===== config.mk =====
export PLATFORM = sky130hd
export DESIGN_NAME = spi_word_feeder_flat
export DESIGN_NICKNAME = d
export VERILOG_FILES = /design/src/rtl/spi_word_feeder_if.sv /design/src/rtl/spi_word_feeder.sv /design/src/flat_wrapper.sv
export SDC_FILE = /design/constraint.sdc
export NUM_CORES = 1
export LEC_CHECK = 0
export BUFFER_PORTS_ARGS = -buffer_cell sky130_fd_sc_hd__buf_4
export CORE_AREA = 3 3 130 132
export DETAILED_ROUTE_END_ITERATION = 7
export DIE_AREA = 0 0 133 135
export PLACE_DENSITY = 0.72
export SYNTH_ARGS = -nofsm -noshare
export SYNTH_HDL_FRONTEND = slang
export SYNTH_SLANG_ARGS = --single-unit

===== constraint.sdc =====
create_clock -name i_Clk -period 2.8 [get_ports i_Clk]
set_input_delay 0.14 -clock i_Clk [delete_from_list [all_inputs] [get_ports i_Clk]]
set_output_delay 0.14 -clock i_Clk [all_outputs]
set_load 0.01 [all_outputs]

===== src/rtl/spi_word_feeder_if.sv =====
// Bus bundle for spi_word_feeder: command-FIFO write side, SPI master side and status.
// slave = the feeder itself, master = whatever drives it.
interface spi_word_feeder_if #(
    parameter int WORD_W = 18,
    parameter int DEPTH  = 8
);
    localparam int LW = $clog2(DEPTH) + 1;

    logic [WORD_W-1:0] i_Wr_Word;
    logic              i_Wr_En;
    logic              o_Full;
    logic              o_Empty;
    logic [LW-1:0]     o_Level;
    logic [WORD_W-1:0] o_TX_Byte;
    logic              o_TX_DV;
    logic              i_TX_Ready;
    logic              i_RX_DV;
    logic [WORD_W-1:0] i_RX_Byte;
    logic [WORD_W-1:0] o_Rd_Word;
    logic              o_Rd_Valid;
    logic              o_Busy;
    logic              o_Ovf;
    logic              o_Timeout;
    logic              i_Clr_Err;

    modport slave (
        input  i_Wr_Word, i_Wr_En, i_TX_Ready, i_RX_DV, i_RX_Byte, i_Clr_Err,
        output o_Full, o_Empty, o_Level, o_TX_Byte, o_TX_DV, o_Rd_Word, o_Rd_Valid,
               o_Busy, o_Ovf, o_Timeout
    );

    modport master (
        output i_Wr_Word, i_Wr_En, i_TX_Ready, i_RX_DV, i_RX_Byte, i_Clr_Err,
        input  o_Full, o_Empty, o_Level, o_TX_Byte, o_TX_DV, o_Rd_Word, o_Rd_Valid,
               o_Busy, o_Ovf, o_Timeout
    );
endinterface


===== src/rtl/spi_word_feeder.sv =====
// Queues words in a circular FIFO and feeds them one at a time to an SPI master,
// capturing each reply, enforcing an inter-transfer gap and a reply timeout.
module spi_word_feeder #(
    parameter int WORD_W       = 18,
    parameter int DEPTH        = 8,
    parameter int GAP_CLKS     = 4,
    parameter int TIMEOUT_CLKS = 1024
) (
    input logic              i_Clk,
    input logic              i_Rst_L,
    spi_word_feeder_if.slave bus
);
    localparam int AW = $clog2(DEPTH);
    localparam int TW = $clog2(TIMEOUT_CLKS + 1);
    localparam int GW = (GAP_CLKS > 0) ? $clog2(GAP_CLKS + 1) : 1;
    localparam logic [AW:0]   FULL_LVL = DEPTH[AW:0];
    localparam logic [TW-1:0] TMO_LAST = TW'(TIMEOUT_CLKS - 1);

    typedef enum logic [1:0] {IDLE, ISSUE, WAIT_RX, GAP} state_t;

    state_t            state_q;
    logic [WORD_W-1:0] mem_q [DEPTH];
    logic [AW-1:0]     wr_ptr_q, wr_ptr_d, rd_ptr_q, rd_ptr_d;
    logic [AW:0]       level_q, level_d;
    logic              full_q, empty_q;
    logic              tx_dv_q, rd_valid_q, busy_q, ovf_q, tmo_q;
    logic [WORD_W-1:0] tx_byte_q, rd_word_q;
    logic [TW-1:0]     tmo_cnt_q;
    logic [GW-1:0]     gap_cnt_q;
    logic              push, pop, tmo_evt, ovf_evt;

    // The head is popped on the same edge that enters ISSUE, so o_TX_DV lines up with the pop.
    assign push    = i_Rst_L && bus.i_Wr_En && !full_q;
    assign pop     = (state_q == IDLE) && !empty_q && bus.i_TX_Ready;
    assign ovf_evt = bus.i_Wr_En && full_q;
    assign tmo_evt = (state_q == WAIT_RX) && !bus.i_RX_DV && (tmo_cnt_q == TMO_LAST);

    always_comb begin
        wr_ptr_d = push ? wr_ptr_q + 1'b1 : wr_ptr_q;
        rd_ptr_d = pop  ? rd_ptr_q + 1'b1 : rd_ptr_q;
        level_d  = level_q;
        case ({push, pop})
            2'b10:   level_d = level_q + 1'b1;
            2'b01:   level_d = level_q - 1'b1;
            default: level_d = level_q;
        endcase
    end

    always_ff @(posedge i_Clk) begin
        if (push) mem_q[wr_ptr_q] <= bus.i_Wr_Word;
    end

    always_ff @(posedge i_Clk) begin
        if (!i_Rst_L) begin
            wr_ptr_q <= '0;
            rd_ptr_q <= '0;
            level_q  <= '0;
            full_q   <= 1'b0;
            empty_q  <= 1'b1;
            ovf_q    <= 1'b0;
            tmo_q    <= 1'b0;
        end else begin
            wr_ptr_q <= wr_ptr_d;
            rd_ptr_q <= rd_ptr_d;
            level_q  <= level_d;
            full_q   <= (level_d == FULL_LVL);
            empty_q  <= (level_d == '0);
            // A fresh error event wins over a simultaneous clear.
            ovf_q    <= ovf_evt || (ovf_q && !bus.i_Clr_Err);
            tmo_q    <= tmo_evt || (tmo_q && !bus.i_Clr_Err);
        end
    end

    always_ff @(posedge i_Clk) begin
        if (!i_Rst_L) begin
            state_q    <= IDLE;
            tx_dv_q    <= 1'b0;
            tx_byte_q  <= '0;
            rd_valid_q <= 1'b0;
            rd_word_q  <= '0;
            busy_q     <= 1'b0;
            tmo_cnt_q  <= '0;
            gap_cnt_q  <= '0;
        end else begin
            tx_dv_q    <= 1'b0;
            rd_valid_q <= 1'b0;
            case (state_q)
                IDLE: begin
                    if (pop) begin
                        state_q   <= ISSUE;
                        tx_dv_q   <= 1'b1;
                        tx_byte_q <= mem_q[rd_ptr_q];
                        busy_q    <= 1'b1;
                    end
                end
                ISSUE: begin
                    state_q   <= WAIT_RX;
                    tmo_cnt_q <= '0;
                end
                WAIT_RX: begin
                    if (bus.i_RX_DV) begin
                        rd_word_q  <= bus.i_RX_Byte;
                        rd_valid_q <= 1'b1;
                        if (GAP_CLKS == 0) begin
                            state_q <= IDLE;
                            busy_q  <= 1'b0;
                        end else begin
                            state_q   <= GAP;
                            gap_cnt_q <= GW'(GAP_CLKS);
                        end
                    end else if (tmo_cnt_q == TMO_LAST) begin
                        state_q <= IDLE;
                        busy_q  <= 1'b0;
                    end else begin
                        tmo_cnt_q <= tmo_cnt_q + 1'b1;
                    end
                end
                GAP: begin
                    if (gap_cnt_q == GW'(1)) begin
                        state_q <= IDLE;
                        busy_q  <= 1'b0;
                    end else begin
                        gap_cnt_q <= gap_cnt_q - 1'b1;
                    end
                end
                default: begin
                    state_q <= IDLE;
                    busy_q  <= 1'b0;
                end
            endcase
        end
    end

    assign bus.o_Full     = full_q;
    assign bus.o_Empty    = empty_q;
    assign bus.o_Level    = level_q;
    assign bus.o_TX_Byte  = tx_byte_q;
    assign bus.o_TX_DV    = tx_dv_q;
    assign bus.o_Rd_Word  = rd_word_q;
    assign bus.o_Rd_Valid = rd_valid_q;
    assign bus.o_Busy     = busy_q;
    assign bus.o_Ovf      = ovf_q;
    assign bus.o_Timeout  = tmo_q;
endmodule

===== src/flat_wrapper.sv =====
// flat-port wrapper written by rule: the top's interface ports become plain ports
module spi_word_feeder_flat 
#(
    parameter int WORD_W       = 18,
    parameter int DEPTH        = 8,
    parameter int GAP_CLKS     = 4,
    parameter int TIMEOUT_CLKS = 1024
)
  (i_Clk, i_Rst_L, bus_i_Wr_Word, bus_i_Wr_En, bus_i_TX_Ready, bus_i_RX_DV, bus_i_RX_Byte, bus_i_Clr_Err, bus_o_Full, bus_o_Empty, bus_o_Level, bus_o_TX_Byte, bus_o_TX_DV, bus_o_Rd_Word, bus_o_Rd_Valid, bus_o_Busy, bus_o_Ovf, bus_o_Timeout);
  spi_word_feeder_if #(.WORD_W(WORD_W), .DEPTH(DEPTH)) bus_i ();
  input logic i_Clk;
  input logic i_Rst_L;
  input wire logic [$bits(bus_i.i_Wr_Word)-1:0] bus_i_Wr_Word;
  input wire logic [$bits(bus_i.i_Wr_En)-1:0] bus_i_Wr_En;
  input wire logic [$bits(bus_i.i_TX_Ready)-1:0] bus_i_TX_Ready;
  input wire logic [$bits(bus_i.i_RX_DV)-1:0] bus_i_RX_DV;
  input wire logic [$bits(bus_i.i_RX_Byte)-1:0] bus_i_RX_Byte;
  input wire logic [$bits(bus_i.i_Clr_Err)-1:0] bus_i_Clr_Err;
  output wire logic [$bits(bus_i.o_Full)-1:0] bus_o_Full;
  output wire logic [$bits(bus_i.o_Empty)-1:0] bus_o_Empty;
  output wire logic [$bits(bus_i.o_Level)-1:0] bus_o_Level;
  output wire logic [$bits(bus_i.o_TX_Byte)-1:0] bus_o_TX_Byte;
  output wire logic [$bits(bus_i.o_TX_DV)-1:0] bus_o_TX_DV;
  output wire logic [$bits(bus_i.o_Rd_Word)-1:0] bus_o_Rd_Word;
  output wire logic [$bits(bus_i.o_Rd_Valid)-1:0] bus_o_Rd_Valid;
  output wire logic [$bits(bus_i.o_Busy)-1:0] bus_o_Busy;
  output wire logic [$bits(bus_i.o_Ovf)-1:0] bus_o_Ovf;
  output wire logic [$bits(bus_i.o_Timeout)-1:0] bus_o_Timeout;
  assign bus_i.i_Wr_Word = bus_i_Wr_Word;
  assign bus_i.i_Wr_En = bus_i_Wr_En;
  assign bus_i.i_TX_Ready = bus_i_TX_Ready;
  assign bus_i.i_RX_DV = bus_i_RX_DV;
  assign bus_i.i_RX_Byte = bus_i_RX_Byte;
  assign bus_i.i_Clr_Err = bus_i_Clr_Err;
  assign bus_o_Full = bus_i.o_Full;
  assign bus_o_Empty = bus_i.o_Empty;
  assign bus_o_Level = bus_i.o_Level;
  assign bus_o_TX_Byte = bus_i.o_TX_Byte;
  assign bus_o_TX_DV = bus_i.o_TX_DV;
  assign bus_o_Rd_Word = bus_i.o_Rd_Word;
  assign bus_o_Rd_Valid = bus_i.o_Rd_Valid;
  assign bus_o_Busy = bus_i.o_Busy;
  assign bus_o_Ovf = bus_i.o_Ovf;
  assign bus_o_Timeout = bus_i.o_Timeout;
  spi_word_feeder #(.WORD_W(WORD_W), .DEPTH(DEPTH), .GAP_CLKS(GAP_CLKS), .TIMEOUT_CLKS(TIMEOUT_CLKS)) u_core (.i_Clk(i_Clk), .i_Rst_L(i_Rst_L), .bus(bus_i));
endmodule

==> flow_summary.json, run 1 <==
{
  "ys_ff_latch": 213,
  "hp-class": "primary input to flip-flop",
  "finalPower_w": 0.00746,
  "drv_slew": 0,
  "dieWidth_um": 133,
  "via_per_inst": 5.40,
  "clockBufferDepth": 3,
  "hpwl_um": 9910,
  "synth_warnings": 0,
  "cts_setup_buffers": 0,
  "htreeDepth": 1,
  "p_int_w": 0.00574,
  "ff2ff_path_depth": 7,
  "slew_headroom_pct": 55.4,
  "reg2reg_from": "u_core.bus.o_Full",
  "p_sw_w": 0.00172,
  "fin_crit_ns": 2.57,
  "post-synth-top-area-fraction_pct": 52.8,
  "track_usage_pct": 18.8,
  "wl_um": 16800,
  "r2r_slack_ns": 0.23,
  "path_max_fanout": 10,
  "cts_resized": 0,
  "area_growth_pct": 25.4,
  "nets": 718,
  "grt_max_degree": 32,
  "num-fill-cells": 1099,
  "hold_violations": 0,
  "hold_start": "bus_i_RX_DV",
  "power.density_nw_per_um2": 725,
  "max-cap-violations": 0,
  "yosysTopAreaCell": "edfxtp_1",
  "clock_skew_ns": 0.0175,
  "synth_edf_count": 144,
  "rsz0062_at_grt": "false",
  "fmax_mhz": 390,
  "worstHoldPathCells": 3,
  "synth_area_leaders": "edfxtp_1 (53%), dfxtp_1 (17%), mux4_2 (9.9%)",
  "globalplace.congestion": 0.852,
  "cts_made_buffers": 22,
  "fin_setup_tns_ns": 0,
  "drive_gt1_share_pct": 26.2,
  "vias": 4856,
  "r2r-end": "u_core.bus.o_Full",
  "drcViolationCount": 0,
  "ant_nets": 0,
  "rows": 46,
  "syn_inst": 529,
  "swShare_pct": 23.1,
  "worst_ep_arrival_time_ns": 2.92,
  "synth_nets": 578,
  "synth_async_sr_flop_share_pct": 0,
  "status": "finished, final reports clean",
  "drt_iter0_drc": 241,
  "synth.cells.most_frequent": "edfxtp_1 (144), dfxtp_1 (69), nand2_1 (48)",
  "cp-end-kind": "flip-flop",
  "tightest_slew_ns": 0.667,
  "synth_ff_type": "edfxtp_1",
  "grt_first_pass_wirelength_um": 26700,
  "cts_num_sinks": 213,
  "die_height_um": 135,
  "yosysSeqAreaShare_pct": 69.6,
  "clock_latency_ns": 0.51,
  "grt_pass1_vias": 4967,
  "clock-root-buffer": "clkbuf_16",
  "grt_overflow": 0,
  "pwr-share-clk_pct": 38.2,
  "comb_power_share_pct": 13.6,
  "p_leak_nw": 3.57,
  "dieArea_sq_um": 18000,
  "antenna_found_initial": 0,
  "synth.avg_cell_area_sq_um": 15.5,
  "worst_setup_path_start_kind": "flip-flop",
  "synth_area_sq_um": 8200,
  "io_buffers": 88,
  "start_util_pct": 51.8,
  "core-area_sq_um": 15800,
  "setup_viol": 0,
  "vdd_ir_drop_max_uv": 567,
  "synthMostInstantiatedCell": "edfxtp_1",
  "p_seq_share_pct": 48.2,
  "ys_types": 54,
  "crit_type": "flip-flop to flip-flop",
  "io_pins": 89,
  "period_share_pct": 91.6,
  "cts_tree": "built",
  "critical_path_required_ns": 3.15,
  "drtPass1Iterations": 5,
  "avgRoutedWirePerCell_um": 18.7,
  "whs_endpoint": "u_core.tmo_cnt_q[10]",
  "antenna_cells": 0,
  "clk_pin_slew_ns": 0.06
}
-- placed cells by master (no fill, tap or decap), types with 4 or more instances in the layout --
cell type	n
and3_1	4
nand2_1	48
nor2b_1	4
mux2i_1	21
xnor2_1	5
and2_1	5
edfxtp_1	144
xor2_1	10
clkinv_1	5
clkbuf_16	22
nand3_1	5
dlygate4sd3_1	40
buf_4	102
nor2_1	41
clkbuf_1	6
a211oi_1	18
dfxtp_1	68
ha_1	7
nor3_2	4
mux4_2	36
inv_1	6
a21oi_1	25
nand2b_1	8
-- metrics by stage --
| stage | hold WS, ns | area, sq um | std cells | util (%) | setup slack, ns |
|---|---|---|---|---|---|
| finish | 0.0594 | 10300 | 900 | 65.0 | 0.234 |
| global route | 0.0579 | 10300 | 900 | 65.0 | 0.121 |
| CTS | 0.0285 | 10300 | 900 | 65.0 | 0.283 |
| detailed placement | 0.375 | 9170 | 821 | 58.0 | 0.310 |
| global placement | 0.365 | 9170 | 821 | 58.0 | 0.523 |
| floorplan | 0.239 | 8200 | 529 | - | 0.272 |
-- worst max-delay path, stage by stage, from the launching register on --
cell      delay [ns]
dfxtp_1         0.33
nand3b_1        0.51
ha_1            0.46
xnor2_1         0.16
nor3_1          0.25
or3b_1          0.40
o211a_2         0.16
nor4b_1         0.15
-- power by group through the flow --
stage / clock, W / combinational (W) / sequential [W]
floorplan: 0 / 0.000602 / 0.00367
global placement: 0 / 0.000944 / 0.00365
detailed placement: 0 / 0.000975 / 0.00366
CTS: 0.00291 / 0.00102 / 0.00360
global route: 0.00307 / 0.00110 / 0.00361
finish: 0.00285 / 0.00101 / 0.00360
-- layer usage --
layer  GRT usage (%)  wire, um  vias to the layer above
met4            5.25       376                        0
met2            32.8      8800                      155
li1                -         -                     2287
met5               0         0                        -
met3            3.32      1000                       25
met1            24.3      6670                     2389
-- registers in the layout (all words and copies together), names as in the netlist, 2 cells and up --
name,cells
u_core.mem_q,144
u_core.bus.o_Rd_Word,18
u_core.bus.o_TX_Byte,18
u_core.tmo_cnt_q,11
u_core.bus.o_Level,4
u_core.gap_cnt_q,3
u_core.rd_ptr_q,3
u_core.wr_ptr_q,3
u_core.state_q,2
-- layout make-up --
class	instances	area (sq um)	area share, %
multi-input cells	282	2380	23.2
clock buffers	28	573	5.57
well taps	216	270	2.63
repair buffers	143	1190	11.5
inverters	7	26.3	0.256
flip-flops and latches	213	5710	55.5
clock inverters	11	135	1.31
-- cells by family after synthesis --
group           synth area share, %
compound gates                 5.45
xor+xnor                       1.60
fa+ha+maj                      1.07
buf+inv                        1.83
flops                          69.6
mux                            12.5
simple gates                   7.98
-- worst max path at each step --
stage                 startpoint  depth (start not counted)            endpoint
5_1_grt        u_core.bus.o_Full                          9   u_core.bus.o_Full
3_3_place_gp   u_core.bus.o_Full                          7   u_core.bus.o_Full
6_report       u_core.bus.o_Full                          7   u_core.bus.o_Full
2_1_floorplan  u_core.bus.o_Full                          2  u_core.mem_q[2][0]
4_1_cts        u_core.bus.o_Full                          7   u_core.bus.o_Full
3_5_place_dp   u_core.bus.o_Full                          7   u_core.bus.o_Full
-- timing repair --
item,CTS,global route
hold buffers,40,0
endpoints found under the setup margin,0,0
hold endpoints to repair,171,0
No activity file was read; power rests on OpenSTA's default activity.
==> run 2, diff against run 1 <==
--- a/config.mk
+++ b/config.mk
@@ -5,11 +5,12 @@
 export SDC_FILE = /design/constraint.sdc
 export NUM_CORES = 1
 export LEC_CHECK = 0
+export ABC_AREA = 1
 export BUFFER_PORTS_ARGS = -buffer_cell sky130_fd_sc_hd__buf_4
-export CORE_AREA = 3 3 130 132
+export CORE_AREA = 3 3 131 133
 export DETAILED_ROUTE_END_ITERATION = 7
-export DIE_AREA = 0 0 133 135
-export PLACE_DENSITY = 0.72
+export DIE_AREA = 0 0 134 136
+export PLACE_DENSITY = 0.73
 export SYNTH_ARGS = -nofsm -noshare
 export SYNTH_HDL_FRONTEND = slang
 export SYNTH_SLANG_ARGS = --single-unit
==> run 2 against run 1 <==
Net effect:
- sequential power increased by 4%
- register-to-register slack gained 0.24 ns
- area after synthesis up 3.4%
- largest power group unchanged
==> flow_summary.json, run 2 <==
{
  "status": "finished, final reports clean",
  "antenna_found_initial": 0,
  "reg2reg_from": "u_core.state_q[1]",
  "power.density_nw_per_um2": 814,
  "io_buffers": 88,
  "layout_commonest_cell": "edfxtp_1",
  "whs_endpoint": "u_core.bus.o_Rd_Word[3]",
  "crit_type": "flip-flop to flip-flop",
  "path_max_fanout": 15,
  "dieArea_sq_um": 18200,
  "fin_setup_tns_ns": 0,
  "core-area_sq_um": 15900,
  "synth_nets": 812,
  "hold_start": "bus_i_RX_DV",
  "max-cap-violations": 0,
  "cts_resized": 0,
  "grt_overflow": 0,
  "cts_tree": "built",
  "clock_skew_ns": 0.0190,
  "worst_ep_arrival_time_ns": 2.77,
  "period_share_pct": 83.1,
  "io_pins": 89,
  "fin_crit_ns": 2.33,
  "r2r_slack_ns": 0.47,
  "hpwl_um": 11000,
  "r2r-end": "u_core.bus.o_Empty",
  "final_cell_mix": "edfxtp_1 (144), buf_4 (106), nor2_1 (102)",
  "rsz0062_at_grt": "false",
  "rows": 46,
  "vias": 6256,
  "synth.cells.most_frequent": "edfxtp_1 (144), nor2_1 (102), nand2_1 (91)",
  "drcViolationCount": 0,
  "drt_iter0_drc": 514,
  "clk_pin_slew_ns": 0.06,
  "crit_start": "u_core.state_q[1]",
  "worstHoldPathCells": 3,
  "grt_max_degree": 75,
  "die_height_um": 136,
  "vdd_ir_drop_max_uv": 514,
  "clockBufferDepth": 3,
  "htreeDepth": 1,
  "ff2ff_path_depth": 13,
  "worst_setup_path_start_kind": "flip-flop",
  "syn_inst": 763,
  "grt_pass1_vias": 5905,
  "synth_warnings": 0,
  "clock_latency_ns": 0.53,
  "synth.avg_cell_area_sq_um": 11.1,
  "drv_slew": 0,
  "nets": 937,
  "synth_area_sq_um": 8470,
  "start_util_pct": 53.2,
  "critical_path_required_ns": 3.25,
  "cts_made_buffers": 23,
  "drtPass1Iterations": 5,
  "clock-root-buffer": "clkbuf_16",
  "p_leak_nw": 3.78,
  "via_per_inst": 5.59,
  "largest_reg_flops": 144,
  "slew_headroom_pct": 39.2,
  "largest-register": "u_core.mem_q",
  "synth_edf_count": 144,
  "drive_gt1_share_pct": 17.1,
  "cts_num_sinks": 213,
  "synth_area_leaders": "edfxtp_1 (51%), dfxtp_1 (16%), nor2_1 (4.5%)",
  "tightest_slew_ns": 0.911,
  "globalplace.congestion": 0.790,
  "hold_violations": 0,
  "yosysSeqAreaShare_pct": 67.3,
  "setup_viol": 0,
  "dieWidth_um": 134,
  "synth_ff_type": "edfxtp_1",
  "fmax_mhz": 430,
  "grt_first_pass_wirelength_um": 30400,
  "cts_setup_buffers": 0,
  "yosysTopAreaCell": "edfxtp_1",
  "antenna_cells": 0,
  "ys_ff_latch": 213,
  "synthMostInstantiatedCell": "edfxtp_1",
  "cp-end-kind": "flip-flop",
  "wl_um": 19200,
  "hp-class": "primary input to flip-flop",
  "post-synth-top-area-fraction_pct": 51.0,
  "hold_ws_ns": 0.0234,
  "ant_nets": 0,
  "track_usage_pct": 20.8,
  "avgRoutedWirePerCell_um": 17.2,
  "ys_types": 32,
  "area_growth_pct": 23.9,
  "synth_async_sr_flop_share_pct": 0,
  "num-fill-cells": 1182,
  "ctsHoldBuffers": 39
}
-- run 2: worst max path at each step --
stage	endpoint	cells past startpoint
after floorplan	u_core.mem_q[3][0]	5
final	u_core.bus.o_Empty	13
after detailed placement	u_core.bus.o_Empty	13
after global placement	u_core.bus.o_Empty	13
after global routing	u_core.bus.o_Empty	13
after CTS	u_core.bus.o_Empty	13
-- run 2: layer usage --
| layer | up-vias | global-route usage [%] | part of all wire (%) | wire length [um] |
|---|---|---|---|---|
| met4 | 0 | 6.40 | 1.8 | 345 |
| met2 | 242 | 36.4 | 50 | 9620 |
| met5 | - | 0 | 0 | 0 |
| met3 | 29 | 4.29 | 7.0 | 1340 |
| met1 | 3026 | 26.1 | 41 | 7910 |
| li1 | 2959 | - | - | - |
-- run 2: metrics by stage --
| step | worst slack (ns) | instances | total power (W) | utilization, % | cell area (sq um) |
|---|---|---|---|---|---|
| floorplan | 0.360 | 763 | 0.00495 | - | 8470 |
| global placement | 0.634 | 1040 | 0.00548 | 58.7 | 9350 |
| detailed placement | 0.501 | 1040 | 0.00557 | 58.7 | 9350 |
| CTS | 0.503 | 1120 | 0.00861 | 65.9 | 10500 |
| global route | 0.243 | 1120 | 0.00895 | 65.9 | 10500 |
| finish | 0.474 | 1120 | 0.00855 | 65.9 | 10500 |
-- run 2: cells by family after synthesis --
family	Yosys count	share of synthesized area, %
buffers and inverters	88	4.27
flip-flops	213	67.3
XOR/XNOR	4	0.413
AO/OA/AOI/OAI	181	12.1
AND/OR/NAND/NOR	252	12.7
adder cells (fa/ha/maj)	7	1.03
multiplexers	18	2.13
-- run 2: report_power, final --
group          switching, W  total [W]  internal (W)
sequential         0.000136    0.00373       0.00359
combinational       0.00114    0.00183      0.000681
clock               0.00119    0.00300       0.00180
-- run 2: cell type report --
class	instances	area (sq um)	area share, %
flip-flops and latches	213	5710	54.4
multi-input cells	462	2420	23.0
repair buffers	145	1190	11.3
clock buffers	31	646	6.15
well taps	216	270	2.57
inverters	43	161	1.54
clock inverters	10	113	1.07
-- run 2: critical path: stages, from the launching register on --
cell      delay [ns]
dfxtp_1         0.33
inv_1           0.08
nand2_1         0.12
nor2_4          0.39
nand3_1         0.21
nand2_1         0.15
inv_1           0.06
ha_1            0.26
o21ai_0         0.21
nand2_1         0.08
nand3b_1        0.17
nand2_1         0.07
inv_1           0.04
a21oi_1         0.09
